[src/rtl/univ_shift_reg.sv]
`default_nettype none
// ============================================================================
// Module   : univ_shift_reg
// Purpose  : WIDTH-bit universal shift register (hold / shift right /
//            shift left / parallel load) with a saturating shift counter
//            and a registered done flag. Asynchronous active-low reset
//            loads RST_VAL.
// Options  : define SHREG_ROTATE_EN to let rot=1 turn shifts into rotates.
// Revision : 1.0 - initial release
// ============================================================================
module univ_shift_reg #(
  parameter int               WIDTH   = 8,
  parameter logic [WIDTH-1:0] RST_VAL = {WIDTH{1'b0}}
) (
  input  logic                         clk,
  input  logic                         rstn,
  input  logic                         en,
  input  logic [1:0]                   mode,
  input  logic                         sin_r,
  input  logic                         sin_l,
  input  logic                         rot,
  input  logic [WIDTH-1:0]             d,
  output logic [WIDTH-1:0]             q,
  output logic                         sout_r,
  output logic                         sout_l,
  output logic [$clog2(WIDTH+1)-1:0]   cnt,
  output logic                         done
);

  localparam int               CNT_W     = $clog2(WIDTH + 1);
  localparam logic [CNT_W-1:0] C_CNT_MAX = CNT_W'(WIDTH);

  localparam logic [1:0] C_MODE_HOLD = 2'b00;
  localparam logic [1:0] C_MODE_SHR  = 2'b01;
  localparam logic [1:0] C_MODE_SHL  = 2'b10;
  localparam logic [1:0] C_MODE_LOAD = 2'b11;

  logic [WIDTH-1:0] r_q;
  logic [CNT_W-1:0] r_cnt;
  logic             r_done;

  logic [WIDTH-1:0] w_q_nxt;
  logic [CNT_W-1:0] w_cnt_nxt;
  logic             w_shift;
  logic             w_in_r;
  logic             w_in_l;

`ifdef SHREG_ROTATE_EN
  // Rotating feeds the outgoing bit back in place of the serial input.
  always_comb begin
    w_in_r = rot ? r_q[0]       : sin_r;
    w_in_l = rot ? r_q[WIDTH-1] : sin_l;
  end
`else
  logic w_unused_rot;
  assign w_unused_rot = rot;

  // Without rotate support the serial inputs always enter the register.
  always_comb begin
    w_in_r = sin_r;
    w_in_l = sin_l;
  end
`endif

  // Next register contents and next shift count for the selected mode.
  always_comb begin
    w_q_nxt   = r_q;
    w_cnt_nxt = r_cnt;
    w_shift   = 1'b0;
    case (mode)
      C_MODE_HOLD: begin
        w_q_nxt = r_q;
      end
      C_MODE_SHR: begin
        w_q_nxt = {w_in_r, r_q[WIDTH-1:1]};
        w_shift = 1'b1;
      end
      C_MODE_SHL: begin
        w_q_nxt = {r_q[WIDTH-2:0], w_in_l};
        w_shift = 1'b1;
      end
      C_MODE_LOAD: begin
        w_q_nxt   = d;
        w_cnt_nxt = '0;
      end
      default: begin
        w_q_nxt = r_q;
      end
    endcase
    // Count saturates at WIDTH; shifting itself carries on past that.
    if (w_shift && (r_cnt != C_CNT_MAX)) begin
      w_cnt_nxt = r_cnt + CNT_W'(1);
    end
  end

  // State register; done is derived from the next count so it rises with the WIDTH-th shift.
  always_ff @(posedge clk or negedge rstn) begin
    if (!rstn) begin
      r_q    <= RST_VAL;
      r_cnt  <= '0;
      r_done <= 1'b0;
    end else if (en) begin
      r_q    <= w_q_nxt;
      r_cnt  <= w_cnt_nxt;
      r_done <= (w_cnt_nxt == C_CNT_MAX);
    end
  end

  assign q      = r_q;
  assign cnt    = r_cnt;
  assign done   = r_done;
  assign sout_r = r_q[0];
  assign sout_l = r_q[WIDTH-1];

endmodule
`default_nettype wire

[config.mk]
export PLATFORM = sky130hd
export DESIGN_NAME = univ_shift_reg
export DESIGN_NICKNAME = d
export VERILOG_FILES = /design/src/rtl/univ_shift_reg.sv
export SDC_FILE = /design/constraint.sdc
export NUM_CORES = 1
export LEC_CHECK = 0
export CAP_MARGIN = 20
export CORE_MARGIN = 8
export CORE_UTILIZATION = 45
export DETAILED_ROUTE_END_ITERATION = 10
export PLACE_DENSITY_LB_ADDON = 0.1
export SYNTH_ARGS = -nofsm -noshare
export SYNTH_HDL_FRONTEND = slang
export SYNTH_SLANG_ARGS = --single-unit
[constraint.sdc]
create_clock -name clk -period 3.7 [get_ports clk]
set_input_delay 0.37 -clock clk [delete_from_list [all_inputs] [get_ports clk]]
set_output_delay 0.37 -clock clk [all_outputs]
set_load 0.02 [all_outputs]
Word level (Yosys, flattened, before mapping) --
Cells that the tools add are included. W data, S select, Z words.
Operators by class: reduce and logical (&&, ||, !) cells 4, $mul 0, bitwise logic cells 1, mux-type cells 4, shift operators 0, magnitude comparators 0, div/mod/pow operators 0, equality and inequality tests 5, add/subtract/negate cells 1
Operator list (count):
- $pmux W8 S3 | 1
- $mux W4 | 2
- $add A4 B1 Y4 const B | 1
- $eq A2 B2 Y1 const B | 2
- $eq A4 B4 Y1 const B | 1
- $ne A4 B4 Y1 const B | 1
- $eq A2 B1 Y1 const B | 1
- $logic_not A2 Y1 | 1
- $reduce_and A2 Y1 | 1
- $reduce_or A2 Y1 | 1
- $logic_and A1 B1 Y1 | 1
- $mux W1 | 1
- $not A1 Y1 | 1
Storage, ports and cells: memories 0, ROM bits 0, RAM bits 0, register bits 13, logic and storage cells 18, bits in latches 0

Logic depth before layout (Yosys ltp) --
depth in word-level cells 6, depth in mapped cells 6, depth with buffers taken out 6

Worst setup path after synthesis --
OpenSTA, ideal clock, no wires.
kind register to register, start point register r_cnt[0] (netlist: cnt[0]), end point register r_done (netlist: done), path buffers 0, setup time 0.104 ns, setup slack 2.076 ns, data required time 3.596 ns, stages on the path, launching flop included 7, data arrival time 1.520 ns, clock period less this slack 1.624 ns, path through dfrtp_1 -> inv_1 -> ha_1 -> nand2_2 -> o21a_4 -> mux2_4 -> o41ai_2
On the way: longest elaborated chain between the ends 4, elaborated cells between the ends (all ways) 6, classes of those cells add/sub: 1; eq/ne: 2; mux: 2; reduce/logical: 1
Ends and longest elaborated chain:
- start, declared | line 39 | logic [CNT_W-1:0] r_cnt;
- start signal, assigned | line 104 | r_cnt <= w_cnt_nxt;
- branches (longest 2 deep; another with $add A4 B1 Y4)
- $mux W4 * | line 91 | if (w_shift && (r_cnt != C_CNT_MAX)) begin
- $eq A4 B4 Y1 * | line 105 | r_done <= (w_cnt_nxt == C_CNT_MAX);
- end signal, assigned | line 105
- end, declared | line 40 | logic r_done;
Every way passes the cells marked *. A chain may end at the register's enable or synchronous reset.

Final worst setup path --
start point input port mode[0], end point register r_q[5] (netlist: q[5])
On the way: longest elaborated chain between the ends 3, elaborated cells between the ends (all ways) 7, classes of those cells eq/ne: 3; mux: 1; bitwise: 1; reduce/logical: 2
Ends and longest elaborated chain:
- start, declared | line 18 | input logic [1:0] mode,
- branches (longest 3 deep; another with $pmux W8 S3)
- end signal, assigned | line 103 | r_q <= w_q_nxt;
- end, declared | line 38 | logic [WIDTH-1:0] r_q;
Parallel ways; which one is timed is not known.

==> impl_metrics.tcl <==
set metrics [dict create \
    synth-adder-area-share_pct 8.43 \
    synth_edf_count 0 \
    post_cts_resized 0 \
    synthSimpleGateAreaFrac_pct 19.1 \
    synth_ff_type "dfrtp_1" \
    antenna_found_initial 0 \
    drc 0 \
    dieArea_um2 3660 \
    insertedDiodeCount 0 \
    grt_max_degree 17 \
    drt_iter0_drc 22 \
    max-cap-violations 0 \
    slew_headroom_pct 57.4 \
    insertion_delay_ns 0.27 \
    initial_utilization_pct 46.4 \
    rr_startpoint "cnt[0]" \
    status "finished clean" \
    hp-class "in -> async" \
    core_area_um2 1920 \
    yosysMostFrequentCell "o21ai_0" \
    post_drt_wl_per_cell_um 13.9 \
    hold_buffers 0 \
    grt_overflow 0 \
    netlist_area_um2 891 \
    worstSetupPathType "in -> reg" \
    finalCriticalPeriod_ns 1.93 \
    worst_hold_slack_ns 0.488 \
    setup_ws_ns 1.77 \
    chipWidth_um 60.5 \
    synth_seq_area_share_pct 36.5 \
    cts_tree "yes" \
    clock_sinks 13 \
    crit_start "mode[0]" \
    ys.warnings.count 0 \
    cts_setup_buffers 0 \
    nets 155 \
    synthArstFlopShare_pct 100 \
    min_period_over_period_pct 52.0 \
    synth_xor_area_share_pct 0 \
    synth_top_family_by_area "compound AO/OA/AOI/OAI gates" \
    worst_slew_pin_slew_ns 0.637 \
    synth_area_leaders "dfrtp_1 (37%), o21ai_0 (14%), ha_1 (8.4%)" \
    cp-end-kind "register" \
    grt_pass1_vias 762 \
    syn_inst 105 \
    cp.required_ns 3.84 \
    firstDrtPassIters 4 \
    io_buffers 29 \
    slew_viol_final 0 \
    path_clk_slew_ns 0.08 \
    fin_setup_tns_ns 0 \
    gp_congestion 0.758 \
    fp-row-count 16 \
    p_per_area_nw_per_um2 524 \
    htree_num_levels 1 \
    die_h_um 60.5 \
    numCtsBuffers 3 \
    rsz0062_at_grt "false" \
    peakVddDrop_mv 0.318 \
    grt_pass1_wl_mm 3.64 \
    via_per_inst 5.10 \
    pre_cts_ws_ns 1.52 \
    p_leak_nw 0.512 \
    synth.top_cells.by_count "o21ai_0 (25), nand2_1 (18), dfrtp_1 (13)" \
    muxShareOfSynthArea_pct 5.20 \
    regArea_um2 325 \
    ys_ff_latch 13 \
    drive_gt1_share_pct 7.58 \
    finalSetupViolCount 0 \
    synth_top_cell_by_area "dfrtp_1" \
    routed_wl_mm 2.22 \
    num_vias 811 \
    multiInputGateArea_um2 512 \
    worstPathArrival_ns 2.06 \
    syn-num-nets 127 \
    cts-root-buf "clkbuf_4" \
    clock.fmax_mhz 519 \
    fill_cells 183 \
    yosysTopAreaCellShare_pct 36.5 \
    final_hold_viol_count 0 \
    antenna_left 0 \
    gr-usage-all-layers_pct 12.9 \
    boundaryPins 31 \
    fin_skew_ns 0.000769 \
    start_kind "input pin" \
    synth_compound_area_share_pct 24.7 \
    clockBufferDepth 2 \
    synth_cell_type_count 28 \
    area_delta_synth_final_pct 35.8 \
    crit_fanout 10 \
    dp_hpwl_mm 1.60 \
    syn_avg_cell_area_um2 8.48 \
]
==> layout make-up <==
type	instances	share of cell area (%)
Clock buffer	4	2.17
Multi-Input combinational cell	80	42.3
Tap cell	27	2.79
Inverter	6	1.86
Sequential cell	13	26.9
Timing Repair Buffer	29	24.0
==> registers in the layout, indices dropped and copies added, names as in the netlist <==
signal	cells
q	8
done	1
cnt	4
==> placed cells by master, fill, tap and decap left out <==
master / instances
o41ai_2: 1
nand3b_1: 1
clkdlybuf4s50_1: 29
mux2_4: 1
clkbuf_4: 3
nor2b_1: 9
clkbuf_1: 1
nand2_1: 18
or2_2: 1
nand2_2: 1
mux2_2: 1
o2111ai_1: 1
dfrtp_1: 13
inv_1: 6
ha_1: 6
nor2_1: 2
a21bo_2: 1
a32o_1: 1
mux2i_1: 2
o21a_1: 2
o21ai_0: 25
nand2b_1: 2
o22ai_1: 1
o21a_4: 1
a22o_1: 1
nand4_1: 1
a21oi_1: 1
==> worst max-delay path, cell delays in order <==
cell and delay, ns:
clkdlybuf4s50_1 0.51, inv_1 0.08, ha_1 0.30, nor2b_1 0.45, o21ai_0 0.17, o21ai_0 0.10, o21ai_0 0.09
==> path summary, 6_finish.rpt <==
path | endpoint | slack, ns | cells after the start
worst min register to register | done | 0.49 | 2
worst min-delay path | q[4] | 0.49 | 1
min in group clk | done | 0.49 | 2
worst max register to register | done | 2.06 | 6
worst max-delay path | q[5] | 1.77 | 7
max in group asynchronous | q[0] | 2.81 | 1
==> per-layer routing <==
layer | wire length (um) | part of all wire, % | vias up | global-route usage (%)
met5 | 0 | 0 | - | 0
met4 | 11 | 0.50 | 0 | 4.98
met3 | 108 | 4.9 | 2 | 2.33
met2 | 980 | 44 | 29 | 19.2
met1 | 1120 | 50 | 371 | 17.9
li1 | - | - | 409 | -
==> where the power goes <==
group	switching, mW	internal [mW]
logic	0.152	0.167
registers	0.0471	0.179
clock network	0.0475	0.0417
==> cell families (layout without fill, tap and decap cells) <==
family,Yosys count,count (layout)
multiplexers,4,4
adder cells (fa/ha/maj),6,6
AND/OR/NAND/NOR,35,35
flip-flops,13,13
buffers and inverters,12,39
AO/OA/AOI/OAI,35,35
==> through the flow <==
step                total power [mW]  utilization [%]  cell area [um^2]  std cells
detailed placement             0.548             61.6              1180        155
global placement               0.541             61.6              1180        155
global route                   0.681             63.0              1210        159
finish                         0.634             63.0              1210        159
floorplan                      0.419                -               891        105
CTS                            0.640             63.0              1210        159
Power figures use the tool's default switching activity.
